`src/rtl/pulse_stretch_fsm_if.sv`:
```
// Signal bundle between a strobe source and pulse_stretch_fsm.
// The stretcher takes the slave side; whatever drives tick takes the master side.
interface pulse_stretch_fsm_if;
  logic       tick;
  logic       level;
  logic       busy;
  logic       dropped;
  logic [7:0] drop_cnt;

  modport master (
    output tick,
    input  level,
    input  busy,
    input  dropped,
    input  drop_cnt
  );

  modport slave (
    input  tick,
    output level,
    output busy,
    output dropped,
    output drop_cnt
  );
endinterface

```
`src/rtl/pulse_stretch_fsm.sv`:
```
// Stretches single-cycle ticks into fixed-width level pulses with an enforced low gap.
// Define PULSE_STRETCH_RETRIGGER_EN to let ticks during the high phase extend the pulse.
module pulse_stretch_fsm #(
  parameter int HIGH_CYCLES = 4,
  parameter int GAP_CYCLES  = 2
) (
  input  logic                clk,
  input  logic                reset,
  pulse_stretch_fsm_if.slave  bus
);

  localparam int MAX_CYCLES = (HIGH_CYCLES > GAP_CYCLES) ? HIGH_CYCLES : GAP_CYCLES;
  localparam int CW         = $clog2(MAX_CYCLES + 1);

  localparam logic [CW-1:0] HIGH_LOAD = CW'(HIGH_CYCLES - 1);
  localparam logic [CW-1:0] GAP_LOAD  = (GAP_CYCLES > 0) ? CW'(GAP_CYCLES - 1) : '0;
  localparam logic [CW-1:0] CNT_ONE   = CW'(1);

  typedef enum logic [1:0] {
    ST_IDLE = 2'd0,
    ST_HIGH = 2'd1,
    ST_GAP  = 2'd2
  } state_t;

  state_t        state_q, state_d;
  logic [CW-1:0] cnt_q, cnt_d;
  logic          dropped_q, dropped_d;
  logic [7:0]    drop_cnt_q, drop_cnt_d;
  logic          reject;

  // State register
  always_ff @(posedge clk) begin
    if (reset) begin
      state_q    <= ST_IDLE;
      cnt_q      <= '0;
      dropped_q  <= 1'b0;
      drop_cnt_q <= 8'd0;
    end else begin
      state_q    <= state_d;
      cnt_q      <= cnt_d;
      dropped_q  <= dropped_d;
      drop_cnt_q <= drop_cnt_d;
    end
  end

  // Next-state logic
  always_comb begin
    state_d = ST_IDLE;
    cnt_d   = '0;
    reject  = 1'b0;

    case (state_q)
      ST_IDLE: begin
        if (bus.tick) begin
          state_d = ST_HIGH;
          cnt_d   = HIGH_LOAD;
        end else begin
          state_d = ST_IDLE;
          cnt_d   = cnt_q;
        end
      end

      ST_HIGH: begin
`ifdef PULSE_STRETCH_RETRIGGER_EN
        if (bus.tick) begin
          state_d = ST_HIGH;
          cnt_d   = HIGH_LOAD;
        end else
`else
        reject = bus.tick;
`endif
        if (cnt_q != '0) begin
          state_d = ST_HIGH;
          cnt_d   = cnt_q - CNT_ONE;
        end else if (GAP_CYCLES > 0) begin
          state_d = ST_GAP;
          cnt_d   = GAP_LOAD;
        end else begin
          state_d = ST_IDLE;
          cnt_d   = '0;
        end
      end

      ST_GAP: begin
        reject = bus.tick;
        if (cnt_q != '0) begin
          state_d = ST_GAP;
          cnt_d   = cnt_q - CNT_ONE;
        end else begin
          state_d = ST_IDLE;
          cnt_d   = '0;
        end
      end

      default: begin
        // Unreachable encoding: recover to IDLE on the next edge.
        state_d = ST_IDLE;
        cnt_d   = '0;
      end
    endcase

    dropped_d  = reject;
    drop_cnt_d = (reject && (drop_cnt_q != 8'hFF)) ? drop_cnt_q + 8'd1 : drop_cnt_q;
  end

  // Moore outputs decoded from the registered state
  always_comb begin
    bus.level = 1'b0;
    bus.busy  = 1'b0;
    case (state_q)
      ST_HIGH: begin
        bus.level = 1'b1;
        bus.busy  = 1'b1;
      end
      ST_GAP: begin
        bus.busy  = 1'b1;
      end
      default: begin
        bus.level = 1'b0;
        bus.busy  = 1'b0;
      end
    endcase
  end

  assign bus.dropped  = dropped_q;
  assign bus.drop_cnt = drop_cnt_q;

endmodule
```
`src/flat_wrapper.sv`:
```
// flat-port wrapper written by rule: the top's interface ports become plain ports
module pulse_stretch_fsm_flat 
#(
  parameter int HIGH_CYCLES = 4,
  parameter int GAP_CYCLES  = 2
)
  (clk, reset, bus_tick, bus_level, bus_busy, bus_dropped, bus_drop_cnt);
  pulse_stretch_fsm_if bus_i ();
  input  logic clk;
  input  logic reset;
  input wire logic [$bits(bus_i.tick)-1:0] bus_tick;
  output wire logic [$bits(bus_i.level)-1:0] bus_level;
  output wire logic [$bits(bus_i.busy)-1:0] bus_busy;
  output wire logic [$bits(bus_i.dropped)-1:0] bus_dropped;
  output wire logic [$bits(bus_i.drop_cnt)-1:0] bus_drop_cnt;
  assign bus_i.tick = bus_tick;
  assign bus_level = bus_i.level;
  assign bus_busy = bus_i.busy;
  assign bus_dropped = bus_i.dropped;
  assign bus_drop_cnt = bus_i.drop_cnt;
  pulse_stretch_fsm #(.HIGH_CYCLES(HIGH_CYCLES), .GAP_CYCLES(GAP_CYCLES)) u_core (.clk(clk), .reset(reset), .bus(bus_i));
endmodule
```
`config.mk`:
```
export PLATFORM = sky130hd
export DESIGN_NAME = pulse_stretch_fsm_flat
export DESIGN_NICKNAME = d
export VERILOG_FILES = /design/src/rtl/pulse_stretch_fsm_if.sv /design/src/rtl/pulse_stretch_fsm.sv /design/src/flat_wrapper.sv
export SDC_FILE = /design/constraint.sdc
export NUM_CORES = 1
export LEC_CHECK = 0
export ABC_AREA = 1
export CAP_MARGIN = 20
export CORE_MARGIN = 2
export CORE_UTILIZATION = 51
export DETAILED_ROUTE_END_ITERATION = 6
export PLACE_DENSITY_LB_ADDON = 0.08
export SYNTH_ARGS = -nofsm -noshare
export SYNTH_HDL_FRONTEND = slang
export SYNTH_SLANG_ARGS = --single-unit
export TNS_END_PERCENT = 100
```
`constraint.sdc`:
```
create_clock -name clk -period 1.7 [get_ports clk]
set_clock_uncertainty 0.15 [all_clocks]
set_input_delay 0.17 -clock clk [delete_from_list [all_inputs] [get_ports clk]]
set_output_delay 0.17 -clock clk [all_outputs]
set_load 0.005 [all_outputs]
```
==> run summary, run 1 <==
commonest non-fill, non-tap cell in the layout = nand2_1
CTS Buf Count = 3
total power = 0.754 mW
Post-Syn Instances = 122
H-tree Lvls = 1
# DRC = 0
Fill cells = 141
drt first pass iters = 4
Area growth, synth to finish = 24.8%
Die Wd = 44.4 µm
worst-skew pair later-pin latency = 0.28 ns
CTS tree = yes
Worst Tran Pin Value = 0.262 ns
Mapped Area = 833 µm²
dpl cells = 151
Final Hold Fails = 0
Via density = 5.02
fin area = 1040 µm²
routed wire length = 1680 µm
CP startpoint kind = register
clock sink total = 14
sequential cell area fraction in the yosys report = 0.336
post-DP HPWL = 1240 µm
RSZ-0062 raised after global routing = false
final worst slack = 0.0842 ns
post-synth cell types = 21
Max Buffers Root-to-Sink = 2
Min-Delay Path Class = reg -> reg
Crit Path Class = reg -> out
number of global-route vias before repair = 738
Initial Util = 0.547
Final setup violation count = 0
DRT antenna net count = 0
fraction of layout cells with a size suffix above 1 = 0.122
Slew Viols, Final = 0
hold path depth = 2
Row Count = 14
routed len/inst = 10.8 µm
n_diodes = 0
max_cap viols = 0
WP data required = 1.38 ns
largest net degree at the start of global routing = 11
Final Util = 0.682
Die Span Y = 44.4 µm
root buf cell = clkbuf_4
VDD IR max = 0.614 mV
Worst R2R Path Depth = 9
Placer Congestion = 0.845
crit share post-route = 0.950
Slew headroom = 0.825
clock-pin slew on the worst setup and hold paths = 0.09 ns
Critical Path End Type = primary output
Final Non-Filler Cells = 155
Mapped Nets = 132
Synth Register Bits = 14
Syn Area/Cell = 6.83 µm²
number of primary I/O pins = 14
DR vias = 778
Worst Path Max Fanout = 3
pwr/cell area = 725 nW/µm²
Die Area = 1970 µm²
f_max = 0.619 GHz
nets = 150
status = finished clean
Buffers on Ports = 13
yosys warns = 0
core area = 1520 µm²
DP Area = 987 µm²
most frequent cells in the layout = nand2_1, inv_1, nor2_1, dfxtp_1, clkdlybuf4s50_1
Pleak = 0.482 nW
gr ovfl total = 0
pre-CTS setup slack = 0.174 ns
minimum hold slack = 0.350 ns
GRT Overall Usage = 0.207
Tmin final = 1.62 ns
TNS Setup = 0 ns
CP arrival = 1.30 ns
initial antenna violation count = 0
first-pass GRT wire length = 2980 µm
Initial DRC Count = 24
## path summary, 6_finish.rpt
kind	start	slack, ns	endpoint
setup / recovery	u_core.state_q[0]	0.08	bus_busy
hold reg to reg	u_core.cnt_q[2]	0.35	u_core.cnt_q[2]
setup reg to reg	u_core.state_q[0]	0.17	u_core.bus.drop_cnt[2]
hold / removal	u_core.cnt_q[2]	0.35	u_core.cnt_q[2]
## synth_stat cells
| master | number | share of area |
|---|---|---|
| nand2_1 | 34 | 0.15 |
| dfxtp_1 | 14 | 0.34 |
| inv_1 | 18 | 0.081 |
| ha_1 | 7 | 0.11 |
| nor3_2 | 1 | 0.012 |
| o21ai_1 | 1 | 0.0060 |
| xnor2_1 | 1 | 0.011 |
| nand2_2 | 1 | 0.0075 |
| a21oi_1 | 7 | 0.042 |
| clkbuf_1 | 1 | 0.0045 |
| nor2_4 | 2 | 0.027 |
| nor2_1 | 14 | 0.063 |
| o21ai_0 | 1 | 0.0060 |
| nand4_1 | 3 | 0.023 |
| nand3_1 | 10 | 0.060 |
| nand2_4 | 2 | 0.027 |
| nor3_1 | 1 | 0.0060 |
| nand3b_1 | 1 | 0.0090 |
| inv_2 | 1 | 0.0045 |
| or2_2 | 1 | 0.0075 |
| a22oi_1 | 1 | 0.0090 |
## layer usage
| layer | track usage | wire length, µm | part of all wire | vias to the layer above |
|---|---|---|---|---|
| li1 | - | - | - | 414 |
| met1 | 0.274 | 865 | 0.51 | 344 |
| met2 | 0.329 | 721 | 0.43 | 15 |
| met3 | 0.0449 | 67 | 0.040 | 5 |
| met4 | 0.0788 | 25 | 0.015 | 0 |
| met5 | 0 | 0 | 0 | - |
## power breakdown
part           leakage (nW)  switching (mW)  internal, mW  total (mW)
Sequential            0.115          0.0160         0.345       0.361
Combinational         0.346          0.0831        0.0644       0.147
Clock                0.0210           0.115         0.130       0.245
Total                 0.482           0.214         0.540       0.754
## state kept, by name, indices dropped and copies added (netlist names)
| signal | cells |
|---|---|
| u_core.state_q | 2 |
| u_core.cnt_q | 3 |
| u_core.bus.drop_cnt | 8 |
| u_core.bus.dropped | 1 |
## critical path: stages (launching register included)
cell	delay, ns
dfxtp_2	0.37
inv_1	0.08
ha_1	0.31
dlygate4sd2_1	0.27
## final cells by class
class	instances	area, µm²	area share
multi-input combinational	88	490	0.472
inverter	19	71.3	0.0686
timing repair buffer	14	139	0.134
clock buffer	4	36.3	0.0349
tap	16	20.0	0.0193
sequential	14	283	0.272
## kinds of logic after synthesis
kind of cell / synth area share
flip-flops: 0.336
AO/OA/AOI/OAI: 0.0631
adder cells (fa/ha/maj): 0.105
buffers and inverters: 0.0901
AND/OR/NAND/NOR: 0.395
XOR/XNOR: 0.0105
## what timing repair did
action | CTS | global route
setup endpoints to repair | 2 | 1
hold buffers | 0 | 0
hold endpoints to repair | 0 | 0
gates cloned | 0 | 0
setup buffers | 0 | 0
resized for setup | 6 | 1
(Power assumes the default switching activity.)
==> run 2: changes to the inputs <==
--- a/config.mk
+++ b/config.mk
@@ -7,8 +7,10 @@
 export LEC_CHECK = 0
 export ABC_AREA = 1
 export CAP_MARGIN = 20
+export CELL_PAD_IN_SITES_DETAIL_PLACEMENT = 0
+export CELL_PAD_IN_SITES_GLOBAL_PLACEMENT = 2
 export CORE_MARGIN = 2
-export CORE_UTILIZATION = 51
+export CORE_UTILIZATION = 28
 export DETAILED_ROUTE_END_ITERATION = 6
 export PLACE_DENSITY_LB_ADDON = 0.08
 export SYNTH_ARGS = -nofsm -noshare
==> run 2 against run 1 <==
Power up 1.5%. Core utilization down 30 points. Count of clock-buffer cells in the layout unchanged. Critical path depth unchanged. Critical endpoint unchanged.
==> run summary, run 2 (synthesized netlist as in run 1, its figures left out) <==
status = finished clean
max layer used = met4
GRT Overall Usage = 0.125 (-0.0821)
RSZ-0062 raised after global routing = false
fin area = 1060 µm² (+2.3%)
CP startpoint kind = register
Crit Path Class = reg -> out
TNS Setup = 0 ns (unchanged)
Tmin final = 1.61 ns (-0.00644 ns)
Max Buffers Root-to-Sink = 2 (unchanged)
Placer Congestion = 0.741 (-12%)
drt first pass iters = 4 (unchanged)
Worst Path Max Fanout = 3 (unchanged)
worst-skew pair later-pin latency = 0.29 ns (about the same)
CP max stage delay = 0.38 ns (about the same)
number of flip-flops under the largest register name = 8 (unchanged)
Die Wd = 58.6 µm (+32%)
Clock power frac = 0.331 (+0.006)
Final Hold Fails = 0 (unchanged)
Post-CTS Setup Bufs = 0 (unchanged)
fraction of layout cells with a size suffix above 1 = 0.122 (unchanged)
first-pass GRT wire length = 3280 µm (+10%)
core area = 2780 µm² (+83%)
Sw Share = 0.294 (+0.00981)
gr ovfl total = 0 (unchanged)
Final setup violation count = 0 (unchanged)
Comb pwr share = 0.196 (about the same)
n_diodes = 0 (unchanged)
WP data required = 1.38 ns (about the same)
CTS Buf Count = 3 (unchanged)
max_cap viols = 0 (unchanged)
f_max = 0.621 GHz (+0.40%)
DR WL met3 = 72 µm (+7.5%)
DRT antenna net count = 0 (unchanged)
clock-pin slew on the worst setup and hold paths = 0.10 ns (about the same)
nets = 150 (unchanged)
CP arrival = 1.29 ns (about the same)
crit share post-route = 0.947 (-0.00379)
routed wire length = 1840 µm (+9.3%)
sw power = 0.225 mW (+5.0%)
M1 WL = 1020 µm (+18%)
Die Span Y = 58.6 µm (+32%)
routed len/inst = 10.8 µm (-0.36%)
Final Util = 0.382 (-0.300)
Via density = 4.50 (-10%)
most frequent cells in the layout = nand2_1, inv_1, nor2_1, dfxtp_1, clkdlybuf4s50_1
pwr/cell area = 719 nW/µm² (-0.81%)
H-tree Lvls = 1 (unchanged)
DP Area = 1010 µm² (+1.9%)
Critical Path End Type = primary output
Pleak = 0.482 nW (about the same)
root buf cell = clkbuf_4
largest net degree at the start of global routing = 11 (unchanged)
Buffers on Ports = 13 (unchanged)
Seq pwr share = 0.473 (-0.006)
commonest non-fill, non-tap cell in the layout = nand2_1
Row Count = 19 (+5)
Area growth, synth to finish = 27.6%
critical path's slowest cell = dfxtp_4
number of primary I/O pins = 14 (unchanged)
Die Area = 3430 µm² (+74%)
Slew Viols, Final = 0 (unchanged)
initial antenna violation count = 0 (unchanged)
metal2 WL = 732 µm (+1.5%)
DR vias = 765 (-1.7%)
Slew headroom = 0.810 (-0.0147)
Min-Delay Path Class = reg -> reg
number of global-route vias before repair = 721 (-2.3%)
worst path cell trace = inv_1 > ha_1 > dlygate4sd2_1
Initial DRC Count = 24 (unchanged)
Initial Util = 0.300 (-0.247)
Int Power = 0.540 mW (about the same)
VDD IR max = 0.369 mV (-40%)
post-DP HPWL = 1350 µm (+8.9%)
Worst Tran Pin Value = 0.284 ns (+0.0220 ns)
clock sink total = 14 (unchanged)
# DRC = 0 (unchanged)
CTS tree = yes
## run 2: repair_timing
action | CTS | global route
setup endpoints to repair | 2 | 3
cloned | 0 | 0
hold buffers | 0 | 0
gates resized for setup | 6 | 3
## run 2: final cells by class
class                   instances  area (µm²)
flip-flops and latches         14         285
repair buffers                 14         139
inverters                      19        73.8
fillers                       296        1720
multi-input cells              88         490
well taps                      31        38.8
clock buffers                   4        36.3
## run 2: path summary, 6_finish.rpt
check                          from                     end  slack [ns]  cells past startpoint
hold / removal      u_core.cnt_q[2]         u_core.cnt_q[2]        0.34                      2
setup / recovery  u_core.state_q[0]                bus_busy        0.09                      3
hold reg to reg     u_core.cnt_q[2]         u_core.cnt_q[2]        0.34                      2
setup reg to reg  u_core.state_q[0]  u_core.bus.drop_cnt[2]        0.21                      9
## run 2: routing by layer
layer  track usage  vias to the layer above
met4        0.0299                        0
li1              -                      417
met1         0.183                      334
met3        0.0396                        2
met2         0.177                       12
met5             0                        -
## run 2: power groups by stage
stage	Sequential (mW)	Combinational [mW]	Clock [mW]
floorplan	0.364	0.0970	0
global placement	0.366	0.150	0
detailed placement	0.366	0.148	0
CTS	0.362	0.150	0.270
global route	0.366	0.174	0.287
finish	0.361	0.150	0.253
## run 2: critical path: cells and delay by family (launching register included)
kind / cells / cell delay (ns)
adders and majority gates: 1 / 0.30
buffers and inverters: 2 / 0.33
DFF: 1 / 0.38
## run 2: metrics by stage
step / instances / setup WS, ns / total power [mW] / hold WS [ns]
finish: 170 / 0.0906 / 0.765 / 0.338
detailed placement: 166 / 0.175 / 0.515 / 0.326
CTS: 170 / 0.0264 / 0.782 / 0.342
global placement: 166 / 0.185 / 0.516 / 0.330
floorplan: 122 / 0.284 / 0.461 / 0.176
global route: 170 / 0.00757 / 0.826 / 0.382
==> run 3: changes to the inputs <==
--- a/config.mk
+++ b/config.mk
@@ -12,6 +12,7 @@
 export CORE_MARGIN = 2
 export CORE_UTILIZATION = 28
 export DETAILED_ROUTE_END_ITERATION = 6
+export GPL_TIMING_DRIVEN = 0
 export PLACE_DENSITY_LB_ADDON = 0.08
 export SYNTH_ARGS = -nofsm -noshare
 export SYNTH_HDL_FRONTEND = slang
==> run 3 against run 2 <==
Non-clock buffer count stayed put. Hold slack got worse by 0.21 ns. First-iteration DRC count rose by 25%. Largest power group unchanged.
==> run summary, run 3 (synthesized netlist as in run 1, its figures left out) <==
Placer Congestion = 0.695 (-6.2%)
number of global-route vias before repair = 727 (+0.83%)
DR vias = 775 (+1.3%)
nets = 150 (unchanged)
largest net degree at the start of global routing = 11 (unchanged)
WP data required = 1.38 ns (about the same)
DRT antenna net count = 0 (unchanged)
Initial DRC Count = 30 (+25%)
Comb pwr share = 0.194 (-0.002)
f_max = 0.621 GHz (about the same)
CTS tree = yes
Max Buffers Root-to-Sink = 2 (unchanged)
fraction of layout cells with a size suffix above 1 = 0.122 (unchanged)
Pleak = 0.479 nW (-0.45%)
status = finished clean
max_cap viols = 0 (unchanged)
drt first pass iters = 3 (-1)
Tmin final = 1.61 ns (+0.000115 ns)
post-DP HPWL = 1350 µm (-0.49%)
Final Hold Fails = 0 (unchanged)
core area = 2780 µm² (unchanged)
crit share post-route = 0.947 (about the same)
hold path depth = 2 (unchanged)
Die Area = 3430 µm² (unchanged)
CTS Buf Count = 3 (unchanged)
pre-CTS setup slack = 0.146 ns (-0.0285 ns)
Worst Path Max Fanout = 3 (unchanged)
Slew Viols, Final = 0 (unchanged)
TNS Setup = 0 ns (unchanged)
Via density = 4.56 (+1.3%)
H-tree Lvls = 1 (unchanged)
root buf cell = clkbuf_4
GR peak layer = met1
Buffers on Ports = 12 (-1)
number of primary I/O pins = 14 (unchanged)
Worst Tran Pin Value = 0.464 ns (+0.181 ns)
CP arrival = 1.29 ns (about the same)
worst-skew pair later-pin latency = 0.28 ns (about the same)
# DRC = 0 (unchanged)
Area growth, synth to finish = 26.9%
met2 Resource Use GR = 0.173 (-0.00321)
Clock power frac = 0.328 (-0.003)
sw power = 0.217 mW (-3.2%)
gr ovfl total = 0 (unchanged)
CP startpoint kind = register
RSZ-0062 raised after global routing = false
number of flip-flops under the largest register name = 8 (unchanged)
Worst R2R Path Depth = 9 (unchanged)
Die Span Y = 58.6 µm (unchanged)
met3 Use GR = 0.0286 (-0.0110)
Crit Path Class = reg -> out
Row Count = 19 (unchanged)
Initial Util = 0.300 (unchanged)
GRT Overall Usage = 0.124 (-0.000745)
Min-Delay Path Class = in -> reg
met1 usage = 0.178 (-0.00466)
final worst slack = 0.0905 ns (-0.000115 ns)
clock sink total = 14 (unchanged)
n_diodes = 0 (unchanged)
Int Power = 0.539 mW (-0.27%)
most frequent cells in the layout = nand2_1, inv_1, nor2_1, dfxtp_1
VDD IR max = 0.309 mV (-16%)
Final Non-Filler Cells = 170 (unchanged)
initial antenna violation count = 0 (unchanged)
Final setup violation count = 0 (unchanged)
routed wire length = 1800 µm (-2.1%)
commonest non-fill, non-tap cell in the layout = nand2_1
dpl cells = 165 (-0.60%)
Seq pwr share = 0.479 (+0.006)
Die Wd = 58.6 µm (unchanged)
Slew headroom = 0.690 (-0.120)
routed len/inst = 10.6 µm (-2.1%)
Critical Path End Type = primary output
clock-pin slew on the worst setup and hold paths = 0.10 ns (about the same)
Fill cells = 297 (+0.34%)
first-pass GRT wire length = 3190 µm (-2.7%)
Sw Share = 0.287 (-0.00624)
total power = 0.756 mW (-1.1%)
pwr/cell area = 715 nW/µm² (-0.56%)
## run 3: timing repair
item | 4_1_cts | 5_1_grt
resized for setup | 6 | 3
endpoints found under the setup margin | 2 | 3
setup buffers | 0 | 1
hold buffers | 0 | 0
pin swaps | 0 | 0
## run 3: cell type report
cell class              instances  area (µm²)  area share
multi-input cells              88         490       0.464
plain buffers                   1        3.75     0.00355
well taps                      31        38.8      0.0367
repair buffers                 13         129       0.122
clock buffers                   4        36.3      0.0343
flip-flops and latches         14         285       0.270
inverters                      19        73.8      0.0698
## run 3: worst paths after layout
| kind | startpoint | to | slack [ns] |
|---|---|---|---|
| max | u_core.state_q[0] | bus_busy | 0.09 |
| min | reset | u_core.bus.dropped | 0.12 |
| max reg2reg | u_core.bus.drop_cnt[0] | u_core.bus.drop_cnt[2] | 0.18 |
| min reg2reg | u_core.cnt_q[2] | u_core.cnt_q[2] | 0.34 |
## run 3: metrics by stage
stage	hold slack [ns]	cell area, µm²	util
2_1_floorplan	0.176	833	-
3_3_place_gp	0.330	992	0.357
3_5_place_dp	0.329	992	0.357
4_1_cts	0.138	1040	0.375
5_1_grt	0.138	1060	0.380
6_report	0.124	1060	0.380
## run 3: critical path: stages, from the launching register on
cell,delay [ns]
dfxtp_4,0.38
inv_1,0.06
ha_1,0.30
dlygate4sd2_1,0.27
## run 3: per-layer routing
metal,share of wire,routed length [µm]
met1,0.55,997
met2,0.39,704
met3,0.038,68
met4,0.015,27
met5,0,0
## run 3: power by group through the flow
stage               Sequential [mW]  Combinational, mW  Clock [mW]
floorplan                     0.364             0.0970           0
global placement              0.366              0.145           0
detailed placement            0.367              0.145           0
CTS                           0.362              0.146       0.260
global route                  0.365              0.171       0.276
finish                        0.362              0.146       0.248
